$ cat src/rtl/load_store_unit_pkg.sv
// rtl/load_store_unit_pkg.sv - shared types and constants for the load/store unit
// Purpose: FSM state encoding, RV32I funct3 width/sign codes and byte-lane masks
//          shared by the LSU top and its alignment helper.
package load_store_unit_pkg;

  typedef enum logic [1:0] {
    S_IDLE  = 2'd0,
    S_ISSUE = 2'd1,
    S_WAIT  = 2'd2,
    S_DONE  = 2'd3
  } state_t;

  localparam logic [2:0] F3_LB  = 3'b000;
  localparam logic [2:0] F3_LH  = 3'b001;
  localparam logic [2:0] F3_LW  = 3'b010;
  localparam logic [2:0] F3_LBU = 3'b100;
  localparam logic [2:0] F3_LHU = 3'b101;

  localparam logic [3:0] LANE_B = 4'b0001;
  localparam logic [3:0] LANE_H = 4'b0011;
  localparam logic [3:0] LANE_W = 4'b1111;

endpackage

$ cat src/rtl/load_store_unit_if.sv
// rtl/load_store_unit_if.sv - data-memory controller request/response bus
// Purpose: groups the LSU <-> memory controller signals.
// Ports (signals):
//   mem_address/mem_datain/mem_ren/mem_wen/mem_byte_select : LSU -> controller
//   mem_ready/mem_dataout                                  : controller -> LSU
interface load_store_unit_if;
  logic [31:0] mem_address;
  logic [31:0] mem_datain;
  logic        mem_ren;
  logic        mem_wen;
  logic [3:0]  mem_byte_select;
  logic        mem_ready;
  logic [31:0] mem_dataout;

  modport master (
    output mem_address, mem_datain, mem_ren, mem_wen, mem_byte_select,
    input  mem_ready, mem_dataout
  );

  modport slave (
    input  mem_address, mem_datain, mem_ren, mem_wen, mem_byte_select,
    output mem_ready, mem_dataout
  );
endinterface

$ cat src/rtl/load_store_unit_align.sv
// rtl/load_store_unit_align.sv - combinational legality, lane and extend logic
// Purpose: checks a pipeline request for legality, builds its byte-lane
//          enables and lane-replicated store data, and extracts/extends the
//          returned word for the latched load.
// Ports:
//   ren, wen, funct3, offset, wdata : live pipeline request (offset = addr[1:0])
//   ld_funct3, ld_offset, rdata     : latched load attributes and memory read word
//   legal, byte_select, store_data  : request decode
//   load_result                     : extracted and extended load value
module load_store_unit_align
  import load_store_unit_pkg::*;
(
  input  logic        ren,
  input  logic        wen,
  input  logic [2:0]  funct3,
  input  logic [1:0]  offset,
  input  logic [31:0] wdata,
  input  logic [2:0]  ld_funct3,
  input  logic [1:0]  ld_offset,
  input  logic [31:0] rdata,
  output logic        legal,
  output logic [3:0]  byte_select,
  output logic [31:0] store_data,
  output logic [31:0] load_result
);

  logic [31:0] shifted;

  always_comb begin
    legal = ren ^ wen;
    case (funct3)
      F3_LB, F3_LBU: legal = legal;
      F3_LH, F3_LHU: if (offset[0]) legal = 1'b0;
      F3_LW:         if (offset != 2'b00) legal = 1'b0;
      default:       legal = 1'b0;
    endcase
    // Unsigned variants have no store counterpart.
    if (wen && funct3[2]) legal = 1'b0;
  end

  always_comb begin
    case (funct3[1:0])
      2'b00: begin
        byte_select = LANE_B << offset;
        store_data  = {4{wdata[7:0]}};
      end
      2'b01: begin
        byte_select = LANE_H << offset;
        store_data  = {2{wdata[15:0]}};
      end
      default: begin
        byte_select = LANE_W;
        store_data  = wdata;
      end
    endcase
  end

  always_comb begin
    shifted = rdata >> {ld_offset, 3'b000};
    case (ld_funct3)
      F3_LB:   load_result = {{24{shifted[7]}}, shifted[7:0]};
      F3_LH:   load_result = {{16{shifted[15]}}, shifted[15:0]};
      F3_LBU:  load_result = {24'd0, shifted[7:0]};
      F3_LHU:  load_result = {16'd0, shifted[15:0]};
      default: load_result = shifted;
    endcase
  end

endmodule

$ cat src/rtl/load_store_unit.sv
// rtl/load_store_unit.sv - MEM-stage load/store initiator for the data-memory controller
// Purpose: accepts pipeline load/store requests, drives and holds the memory
//          request until mem_ready, returns extended load data, flags illegal
//          requests and bounds every access with a timeout.
// Ports:
//   clk, reset (async, active-low)
//   req_ren, req_wen, req_funct3, req_addr, req_wdata : pipeline request
//   stall, done, load_data, misalign, bus_error       : pipeline response
//   mem (load_store_unit_if.master)                    : memory controller bus
module load_store_unit
  import load_store_unit_pkg::*;
#(
  parameter int TIMEOUT_CYCLES = 64
) (
  input  logic                       clk,
  input  logic                       reset,
  input  logic                       req_ren,
  input  logic                       req_wen,
  input  logic [2:0]                 req_funct3,
  input  logic [31:0]                req_addr,
  input  logic [31:0]                req_wdata,
  output logic                       stall,
  output logic                       done,
  output logic [31:0]                load_data,
  output logic                       misalign,
  output logic                       bus_error,
  load_store_unit_if.master          mem
);

  localparam int CNT_W = $clog2(TIMEOUT_CYCLES + 1);

  state_t           state;
  logic [CNT_W-1:0] cnt;
  logic [CNT_W-1:0] cnt_next;
  logic [2:0]       lat_funct3;
  logic [1:0]       lat_offset;

  logic             legal;
  logic [3:0]       byte_select;
  logic [31:0]      store_data;
  logic [31:0]      load_result;

  load_store_unit_align u_align (
    .ren         (req_ren),
    .wen         (req_wen),
    .funct3      (req_funct3),
    .offset      (req_addr[1:0]),
    .wdata       (req_wdata),
    .ld_funct3   (lat_funct3),
    .ld_offset   (lat_offset),
    .rdata       (mem.mem_dataout),
    .legal       (legal),
    .byte_select (byte_select),
    .store_data  (store_data),
    .load_result (load_result)
  );

  // cnt holds the number of WAIT cycles already spent without mem_ready.
  assign cnt_next = cnt + CNT_W'(1);

  always_ff @(posedge clk or negedge reset) begin
    if (!reset) begin
      state               <= S_IDLE;
      cnt                 <= '0;
      lat_funct3          <= '0;
      lat_offset          <= '0;
      stall               <= 1'b0;
      done                <= 1'b0;
      load_data           <= '0;
      misalign            <= 1'b0;
      bus_error           <= 1'b0;
      mem.mem_address     <= '0;
      mem.mem_datain      <= '0;
      mem.mem_ren         <= 1'b0;
      mem.mem_wen         <= 1'b0;
      mem.mem_byte_select <= '0;
    end else begin
      done      <= 1'b0;
      misalign  <= 1'b0;
      bus_error <= 1'b0;
      case (state)
        S_IDLE: begin
          if (req_ren || req_wen) begin
            if (legal) begin
              lat_funct3          <= req_funct3;
              lat_offset          <= req_addr[1:0];
              mem.mem_address     <= {req_addr[31:2], 2'b00};
              mem.mem_datain      <= store_data;
              mem.mem_byte_select <= byte_select;
              mem.mem_ren         <= req_ren;
              mem.mem_wen         <= req_wen;
              stall               <= 1'b1;
              state               <= S_ISSUE;
            end else begin
              misalign <= 1'b1;
            end
          end
        end
        S_ISSUE: begin
          // The controller sees the request for the first time this cycle,
          // so any mem_ready level now is stale and ignored.
          cnt   <= '0;
          state <= S_WAIT;
        end
        S_WAIT: begin
          if (mem.mem_ready || (cnt_next == CNT_W'(TIMEOUT_CYCLES))) begin
            if (mem.mem_ready) begin
              if (mem.mem_ren) load_data <= load_result;
            end else begin
              bus_error <= 1'b1;
            end
            done        <= 1'b1;
            stall       <= 1'b0;
            mem.mem_ren <= 1'b0;
            mem.mem_wen <= 1'b0;
            cnt         <= '0;
            state       <= S_DONE;
          end else begin
            cnt <= cnt_next;
          end
        end
        default: begin
          state <= S_IDLE;
        end
      endcase
    end
  end

endmodule

$ cat src/flat_wrapper.sv
// flat-port wrapper written by rule: the top's interface ports become plain ports
module load_store_unit_flat import load_store_unit_pkg::*;
#(
  parameter int TIMEOUT_CYCLES = 64
)
  (clk, reset, req_ren, req_wen, req_funct3, req_addr, req_wdata, stall, done, load_data, misalign, bus_error, mem_mem_address, mem_mem_datain, mem_mem_ren, mem_mem_wen, mem_mem_byte_select, mem_mem_ready, mem_mem_dataout);
  load_store_unit_if mem_i ();
  input  logic clk;
  input  logic reset;
  input  logic req_ren;
  input  logic req_wen;
  input  logic [2:0] req_funct3;
  input  logic [31:0] req_addr;
  input  logic [31:0] req_wdata;
  output logic stall;
  output logic done;
  output logic [31:0] load_data;
  output logic misalign;
  output logic bus_error;
  output wire logic [$bits(mem_i.mem_address)-1:0] mem_mem_address;
  output wire logic [$bits(mem_i.mem_datain)-1:0] mem_mem_datain;
  output wire logic [$bits(mem_i.mem_ren)-1:0] mem_mem_ren;
  output wire logic [$bits(mem_i.mem_wen)-1:0] mem_mem_wen;
  output wire logic [$bits(mem_i.mem_byte_select)-1:0] mem_mem_byte_select;
  input wire logic [$bits(mem_i.mem_ready)-1:0] mem_mem_ready;
  input wire logic [$bits(mem_i.mem_dataout)-1:0] mem_mem_dataout;
  assign mem_mem_address = mem_i.mem_address;
  assign mem_mem_datain = mem_i.mem_datain;
  assign mem_mem_ren = mem_i.mem_ren;
  assign mem_mem_wen = mem_i.mem_wen;
  assign mem_mem_byte_select = mem_i.mem_byte_select;
  assign mem_i.mem_ready = mem_mem_ready;
  assign mem_i.mem_dataout = mem_mem_dataout;
  load_store_unit #(.TIMEOUT_CYCLES(TIMEOUT_CYCLES)) u_core (.clk(clk), .reset(reset), .req_ren(req_ren), .req_wen(req_wen), .req_funct3(req_funct3), .req_addr(req_addr), .req_wdata(req_wdata), .stall(stall), .done(done), .load_data(load_data), .misalign(misalign), .bus_error(bus_error), .mem(mem_i));
endmodule
$ cat config.mk
export PLATFORM = sky130hd
export DESIGN_NAME = load_store_unit_flat
export DESIGN_NICKNAME = d
export VERILOG_FILES = /design/src/rtl/load_store_unit_pkg.sv /design/src/rtl/load_store_unit_if.sv /design/src/rtl/load_store_unit_align.sv /design/src/rtl/load_store_unit.sv /design/src/flat_wrapper.sv
export SDC_FILE = /design/constraint.sdc
export NUM_CORES = 1
export LEC_CHECK = 0
export CAP_MARGIN = 40
export CORE_MARGIN = 2
export CORE_UTILIZATION = 35
export DETAILED_ROUTE_END_ITERATION = 6
export PLACE_DENSITY = 0.67
export REMOVE_ABC_BUFFERS = 1
export SYNTH_ARGS = -nofsm -noshare
export SYNTH_HDL_FRONTEND = slang
export SYNTH_HIERARCHICAL = 1
export SYNTH_SLANG_ARGS = --single-unit
export TNS_END_PERCENT = 5
$ cat constraint.sdc
create_clock -name clk -period 1.7 [get_ports clk]
set_input_delay 0.34 -clock clk [delete_from_list [all_inputs] [get_ports clk]]
set_output_delay 0.34 -clock clk [all_outputs]
set_load 0.05 [all_outputs]
# Yosys cells after proc, flatten, opt, wreduce, memory -nomap -nowiden
# Index checks and enable logic that the tools add are counted.
# word_totals
mem_count	0
ramBits	0
rom_bits	0
latchBits	0
register_bits	118
wordCells	80
# op_classes
n_mux	31
bitwise_logic	1
shift	3
multipliers	0
div	0
reduce_logical	16
eq_ne	14
n_lt_le_gt_ge	0
addsub	1
# op_table
operator	count
32-bit one-hot mux with 4 select lines	1
32-bit one-hot mux with 2 select lines	1
32-bit by 5-bit >> shifter with 32-bit output	1
1-bit two-way mux	18
7-bit one-hot mux with 2 select lines	1
3-bit == test (second input constant)	4
4-bit one-hot mux with 2 select lines	1
4-bit AND reduction	2
7-bit by 1-bit adder with 7-bit output (second input constant)	1
7-bit == test (second input constant)	1
7-bit two-way mux	1
3-bit by 1-bit == test with 1-bit output (second input constant)	2
3-bit logical NOT	2
2-bit two-way mux	3
2-bit by 1-bit != test with 1-bit output (second input constant)	3
1-bit one-hot mux with 2 select lines	3
2-bit one-hot mux with 3 select lines	1
3-bit AND reduction	2
2-bit nonzero test	3
2-bit by 1-bit == test with 1-bit output (second input constant)	2
2-bit logical NOT	2
2-bit OR reduction	2
1-bit by 2-bit << shifter with 4-bit output (first input constant)	1
2-bit by 2-bit << shifter with 4-bit output (first input constant)	1
6 further kinds	7

# Logic depth before layout (Yosys ltp)
# depth
depth_word	7
ltp_mapped	7
mapped_depth_nobuf	7

# By module
# Netlist, hierarchy kept.
# modules_own_cells
module	area_per_inst_um2	seq_area_each_um2	instances	cells_each
load_store_unit	4702.0	2952.8	1	307
load_store_unit_align	1193.6	0.0	1	175

# Worst setup path before layout
# OpenSTA, ideal clock, no wires.
# synth_timing
kind	reg-to-reg
from	register u_core.cnt[0]
to	register u_core.state[1]
path_slack_ns	-0.055
path_stages_with_launch	6
period_less_slack_ns	1.755
n_path_buf	0
arrival_time_ns	1.630
path_cell_list	dfrtp_1 -> ha_1 -> and2_1 -> and3_4 -> o31ai_4 -> mux2_4
# synth_via
elab_chain_len	5
# synth_lines
item	line	rtl
from (decl)	load_store_unit.sv:33	logic [CNT_W-1:0] cnt;
from (signal assigned)	load_store_unit.sv:119	cnt <= cnt_next;
7-bit by 1-bit adder with 7-bit output	load_store_unit.sv:59	assign cnt_next = cnt + CNT_W'(1);
7-bit == test	load_store_unit.sv:106	if (mem.mem_ready || (cnt_next == CNT_W'(TIMEOUT_CYCLES))) begin
1-bit logical OR	load_store_unit.sv:106	
2-bit by 1-bit != test with 1-bit output (no source line)	-	
3-bit AND reduction (no source line)	-	
to (signal assigned)	load_store_unit.sv:103	state <= S_WAIT;
to (signal assigned)	load_store_unit.sv:117	state <= S_DONE;
to (signal assigned)	load_store_unit.sv:123	state <= S_IDLE;
to (decl)	load_store_unit.sv:32	state_t state;
# No other way between the ends.
# A chain may end at the register's enable or synchronous reset.

# Worst setup path after layout
# layout_timing
from	register u_core.lat_offset[0]
to	register u_core.load_data[9]
# layout_via
elab_chain_len	2
# layout_lines
item	line	rtl
from (decl)	load_store_unit.sv:36	logic [1:0] lat_offset;
from (signal assigned)	load_store_unit.sv:86	lat_offset <= req_addr[1:0];
32-bit by 5-bit >> shifter with 32-bit output	load_store_unit_align.sv:59	shifted = rdata >> {ld_offset, 3'b000};
32-bit one-hot mux with 4 select lines	load_store_unit_align.sv:60	case (ld_funct3)
net u_core.load_result[9]	load_store_unit.sv:41	logic [31:0] load_result;
to (signal assigned)	load_store_unit.sv:108	if (mem.mem_ren) load_data <= load_result;
to (decl)	load_store_unit.sv:24	output logic [31:0] load_data,
# The timed path passes the listed nets, and every way through them passes these cells.

==> flow_summary_export.csv <==
group,metric,value,unit
run_status,status,"finished with violations",
run_status,violations,"negative setup slack",
setup_path,crit_cells,7,
routing,drt_first_pass_iters,4,
sta,rsz0062_at_grt,"yes",
synthesis,syn_inst,482,
setup_path,worstPathRequired,1.99,ns
setup_path,cp.arrival,2.00,ns
routing,wirelength,16300,microns
flow_run,maxCapViolCount,0,
global_routing,grtUsageTotal,18.8,%
layout,drive_gt1_share,46.5,%
power,powerDensity,2070,nW/um^2
synthesis,synth_edf_count,0,
floorplanning,pin_count,210,
setup_path,path_class,"reg -> reg",
power,p_sw_share,46.0,%
floorplanning,row_count,47,
setup_path,critPathSlowestCell,"dfrtp_2",
clock_network,root_buffer,"clkbuf_16",
floorplanning,coreArea,16500,sq um
clock_network,clkTransAtPathRegs,0.06,ns
layout,final_cell_mix,"152 x buf_4, 119 x mux2_2, 116 x dfrtp_1",
sta,fin_skew,0.0101,ns
setup_path,cp-end-kind,"register",
setup_path,slowest_delay,0.43,ns
global_routing,grt_pass1_vias,5062,
global_routing,grt_max_degree,33,
power,irDropWorstVdd,1.20,mV
layout,layout_commonest_cell,"buf_4",
sta,clock.fmax,585,MHz
floorplanning,die_x,134,microns
clock_network,cts_tree,"done",
clock_network,cts_buffer_depth,2,
synthesis,ys_seq_area_share,50.1,%
clock_network,h-tree-depth,4,
routing,vias_per_cell,4.97,
power,power_switching,8.59,mW
sta,hold_violations,0,
sta,finalSetupViolCount,3,
setup_path,worstRegToRegCells,7,
sta,setup_slack,-0.00849,ns
sta,fin_crit_sh,100,%
global_routing,grt_pass1_wl,26300,microns
place,placedInstanceArea,8250,sq um
hold_path,hold_class,"in -> reg",
hold_path,whs_path_depth,2,
power,combPwrFrac,56.4,%
synthesis,yosys_most_used_dff,"dfrtp_1",
routing,dr.first_iter.drc_count,250,
setup_path,path_delay_family,"multiplexers",
global_routing,globalRouteOverflowTotal,0,
floorplanning,die_h,134,microns
synthesis,synth_area_per_cell,12.2,sq um
clock_network,cts_buffers,17,
routing,wire_per_inst,16.9,microns
sta,period_needed,1.71,ns
global_routing,antenna_found_initial,0,
place,numPortBuffers,207,
power,finalPower,18.6,mW
synthesis,syn_area,5900,sq um
place,dp_hpwl,12100,microns
synthesis,ys_seq_elements,118,
power,pwr-share-clk,17.7,%
setup_path,crit_chain,"buf_4 > mux2i_4 > mux2i_1 > a21boi_2 > buf_4 > nor2_1 > mux2_2",
floorplanning,floorplan.initialDensity,35.7,%
layout,syn2layout_area_growth,53.1,%
power,seqPwrFrac,25.9,%
floorplanning,die_area,17900,sq um
synthesis,asyncSetResetFlopFracSynth,100,%
place,gp_congestion,0.878,
synthesis,ys_types,47,
setup_path,cp_common_cell,"buf_4",
clock_network,clk_latency,0.41,ns
layout,final_util,54.6,%
layout,final_area,9030,sq um
synthesis,ys_warn_count,6,
sta,slew_violations,0,
power,p_leak,4.17,nW
routing,ant_nets,0,
setup_path,critPathBufInv,2,
layout,nNetsFinal,843,
power,p_int,10.1,mW
setup_path,startpoint_type,"register",
routing,drcViolationCount,0,
routing,vias,4819,
clock_network,cts.sinks,118,
setup_path,crit_fanout,6,
## per-layer routing
| metal | vias up | routed length (microns) | global-route usage, % |
|---|---|---|---|
| li1 | 2235 | - | - |
| met1 | 2365 | 6700 | 22.9 |
| met2 | 197 | 7970 | 31.0 |
| met3 | 22 | 1380 | 6.42 |
| met4 | 0 | 309 | 6.74 |
| met5 | - | 0 | 0 |
## worst paths after layout
check,start,end,slack [ns]
setup reg to reg,u_core/lat_offset[0],u_core/load_data[9],-0.008
hold reg to reg,u_core/load_data[1],u_core/load_data[1],0.50
hold / removal,req_funct3[1],u_core/lat_funct3[1],0.42
max in group asynchronous,reset,u_core/mem.mem_address[24],0.71
min in group asynchronous,reset,u_core/mem.mem_datain[24],0.43
setup / recovery,u_core/lat_offset[0],u_core/load_data[9],-0.008
## cell usage after synthesis, types with 5 or more instances
library cell	count	share of area [%]
mux2i_1	30	5.1
a31oi_1	5	0.53
nor2_1	19	1.2
a211oi_1	14	1.8
mux2_2	119	23
nor2b_1	13	1.4
buf_2	17	1.4
dfrtp_1	118	50
a21oi_1	11	0.93
inv_1	7	0.45
nand3_1	7	0.59
o21ai_0	21	1.8
buf_4	11	1.4
nand2_1	31	2.0
## metrics by stage
stage	hold WS, ns	std cells	setup TNS, ns	setup slack (ns)
after global routing	0.431	968	-1.97	-0.0844
after CTS	0.393	963	-0.00471	-0.00471
after detailed placement	0.324	925	-46.44	-0.547
after floorplan	0.0444	446	-100.95	-1.15
after global placement	0.317	925	-45.70	-0.529
final	0.416	969	-0.0176	-0.00849
## logic make-up (layout without fill, tap and decap cells)
| logic type | Yosys count | count (layout) | synth area share (%) |
|---|---|---|---|
| adders and majority gates | 4 | 4 | 0.849 |
| DFF | 118 | 118 | 50.1 |
| and+or+nand+nor | 93 | 93 | 8.19 |
| other | 1 | 3 | 0.0636 |
| AOI/OAI and AO/OA | 72 | 72 | 8.49 |
| muxes | 150 | 150 | 28.1 |
| buffers and inverters | 44 | 309 | 4.24 |
## flip-flops by register name, indices dropped and copies added (netlist names)
| name | count |
|---|---|
| u_core/mem.mem_datain | 32 |
| u_core/misalign | 1 |
| u_core/bus_error | 1 |
| u_core/state | 2 |
| u_core/done | 1 |
| u_core/mem.mem_ren | 1 |
| u_core/mem.mem_wen | 1 |
| u_core/mem.mem_byte_select | 4 |
| u_core/cnt | 7 |
| u_core/lat_offset | 2 |
| u_core/stall | 1 |
| u_core/lat_funct3 | 3 |
| u_core/mem.mem_address | 30 |
| u_core/load_data | 32 |
## layout make-up
cell class | instances | area, sq um
Antenna cell | 1 | 2.50
Clock buffer | 22 | 484
Clock inverter | 10 | 73.8
Fill cell | 1438 | 7500
Inverter | 7 | 26.3
Multi-Input combinational cell | 321 | 2760
Sequential cell | 118 | 2960
Tap cell | 220 | 275
Timing Repair Buffer | 270 | 2450
## power by group through the flow
stage          clock (mW)  sequential (mW)  combinational (mW)
2_1_floorplan           0             8.91                2.50
3_3_place_gp            0             4.82                10.1
3_5_place_dp            0             4.86                10.2
4_1_cts              3.41             4.84                10.3
5_1_grt              3.55             5.00                11.1
6_report             3.30             4.83                10.5
## timing repair
item / CTS / global route
pin swaps: 4 / 6
hold buffers: 1 / 0
endpoints found under the hold margin: 23 / 0
resized for setup: 10 / 23
endpoints found under the setup margin: 98 / 101
gates cloned: 1 / 1
buffers inserted: 4 / 4
Power figures use the tool's default switching activity.
==> patch, RTL diff (same settings) <==
`TIMEOUT_CYCLES` is set to 64 in 2 places; all go to 128.
--- a/src/rtl/load_store_unit.sv
+++ b/src/rtl/load_store_unit.sv
@@ -10,7 +10,7 @@
 module load_store_unit
   import load_store_unit_pkg::*;
 #(
-  parameter int TIMEOUT_CYCLES = 64
+  parameter int TIMEOUT_CYCLES = 128
 ) (
   input  logic                       clk,
   input  logic                       reset,
--- a/src/flat_wrapper.sv
+++ b/src/flat_wrapper.sv
@@ -1,7 +1,7 @@
 // flat-port wrapper written by rule: the top's interface ports become plain ports
 module load_store_unit_flat import load_store_unit_pkg::*;
 #(
-  parameter int TIMEOUT_CYCLES = 64
+  parameter int TIMEOUT_CYCLES = 128
 )
   (clk, reset, req_ren, req_wen, req_funct3, req_addr, req_wdata, stall, done, load_data, misalign, bus_error, mem_mem_address, mem_mem_datain, mem_mem_ren, mem_mem_wen, mem_mem_byte_select, mem_mem_ready, mem_mem_dataout);
   load_store_unit_if mem_i ();
Behaviour: no difference found for any inputs over 4 cycles, from zero or initial values and one cycle with reset low; that may be too few to reach the edited logic, so the function may still have changed.
==> patch against the original RTL <==
- power rose by 3.7%
- clock power is 25% higher
- critical path type unchanged
- final cell count rose by 3.7%
- worst setup slack worse by 160 ps
- hold slack worse by 94 ps
- largest power group unchanged
- design area grew 4.7%
- routed wire length grew 7.2%
- synthesized cell count grew 4.1%
- sequential cell count rose by 1
- the run still ends with negative setup slack left
- area after synthesis is 1.7% higher
==> patch: results (changes against the original RTL) <==
The flow ran to the end, but the final reports show violations. The final reports fail on negative setup slack. The clock skew is 9.337 ps (-0.7795 ps). The total of fill cells in the finished design was 1400 (-2.6%). The largest net degree at the start of global routing was 37 (+12%); the post-synthesis adder-cell area fraction was 0.008344 (-0.0001452). The logs give 4.433 nW (+6.3%) for the static power due to leakage and 0.3336 (+0.02393) for the met2 track utilization from global routing.

The endpoint of the worst-slack reg-to-reg timing path is u_core/cnt[4]. For the final count of negative-setup-slack endpoints, the log shows 10 (+7). Sorting the synthesized cells by area gives the leading types as sky130_fd_sc_hd__dfrtp_1 50%, sky130_fd_sc_hd__mux2_2 23%, sky130_fd_sc_hd__mux2i_1 4.7%. HPWL after detailed placement: 12600 µm (+4.4%).

The iteration count of the initial detailed-routing pass came out at 5 (+1). The tools report the global-route usage over all layers as 0.1968 (+0.009236). The multiplexer share of the synthesized area is 0.2739 (-0.006888). The setup slack of the critical path after layout was -168.3 ps (-159.9 ps); the number of DRC violations after detailed-routing iteration 0 was 163 (-35%).

The number of nets in the layout is 879 (+4.3%), and the post-synthesis cell type count is 52 (+11%). Synthesized-area fraction occupied by ao, oa, aoi and oai cells: 0.09220 (+0.007309). The cell depth of the worst flop-to-flop path was 8 (+1); the met1 routing resource usage after global routing was 0.2270 (-0.001599). The layout cell share with drive strength beyond 1 is 0.4796 (+0.01435). The weighted congestion at the end of routability-driven global placement came out at 0.7848 (-11%). For the via count of the first global-routing pass, the log shows 5429 (+7.3%).

The worst hold path begins at req_addr[1]. The data arrival time of the worst path came out at 2180 ps (+180 ps). In the synthesized netlist, the cells that appear most often are 121 x sky130_fd_sc_hd__mux2_2, 119 x sky130_fd_sc_hd__dfrtp_1, 40 x sky130_fd_sc_hd__nand2_1. The sequential cell area fraction in the yosys report is 0.4965 (-0.004395).
## patch: power by group
group / switching, mW / internal, mW
Combinational: 6.50 / 3.89
Clock: 1.36 / 2.77
Sequential: 0.774 / 4.05
Total: 8.63 / 10.7
## patch: what timing repair did
item	CTS	global route
resized for setup	48	13
hold buffers	1	0
endpoints found under the setup margin	113	107
setup buffers	7	0
endpoints found under the hold margin	24	0
cloned	4	0
pin swaps	12	7
## patch: how the worst max path moves through the flow
stage	startpoint	end	slack, ps	cells after the start
3_5_place_dp	req_funct3[2]	u_core/mem.mem_address[22]	-750	8
4_1_cts	u_core/cnt[1]	u_core/state[0]	-150	6
2_1_floorplan	u_core/lat_offset[0]	u_core/load_data[16]	-700	5
5_1_grt	u_core/cnt[1]	u_core/state[1]	-230	6
3_3_place_gp	req_funct3[2]	u_core/mem.mem_address[16]	-740	8
6_report	u_core/cnt[1]	u_core/cnt[4]	-170	8
## patch: critical path: stages, from the launching register on
cell and delay (ps):
sky130_fd_sc_hd__dfrtp_1 360, sky130_fd_sc_hd__ha_2 230, sky130_fd_sc_hd__and3_2 230, sky130_fd_sc_hd__a31oi_4 100, sky130_fd_sc_hd__buf_4 150, sky130_fd_sc_hd__nor4_2 250, sky130_fd_sc_hd__nor3_2 80, sky130_fd_sc_hd__buf_4 160
sky130_fd_sc_hd__o31ai_1 200
## patch: layout make-up
type	instances	area, µm²	area share
sequential	119	2979	0.3151
multi-input combinational	337	2873	0.3038
timing repair buffer	285	2609	0.2759
clock buffer	18	429.2	0.04539
tap	220	275.3	0.02911
clock inverter	14	246.5	0.02607
inverter	11	41.29	0.004367
antenna	1	2.502	0.0002647
## patch: cells by family (layout without fill, tap and decap cells)
kind of cell | after synthesis | after routing
AO/OA/AOI/OAI | 81 | 81
buffers and inverters | 47 | 328
flip-flops | 119 | 119
adder cells (fa/ha/maj) | 4 | 4
multiplexers | 149 | 149
AND/OR/NAND/NOR | 101 | 101
other | 1 | 3
## patch: routing by layer
metal,share of wire,up-vias
met2,0.49,190
li1,-,2327
met5,0,-
met3,0.092,12
met4,0.012,0
met1,0.40,2466
## patch: stage by stage
step	cells	setup slack, ps	hold slack (ps)	TNS (ps)
2_1_floorplan	467	-700.9	44.41	-55010
3_5_place_dp	960	-753.3	297.6	-64410
5_1_grt	1005	-230.1	327.4	-5064
4_1_cts	1004	-153.8	304.3	-1511
6_report	1005	-168.3	321.5	-975.5
3_3_place_gp	960	-743.5	287.3	-63380
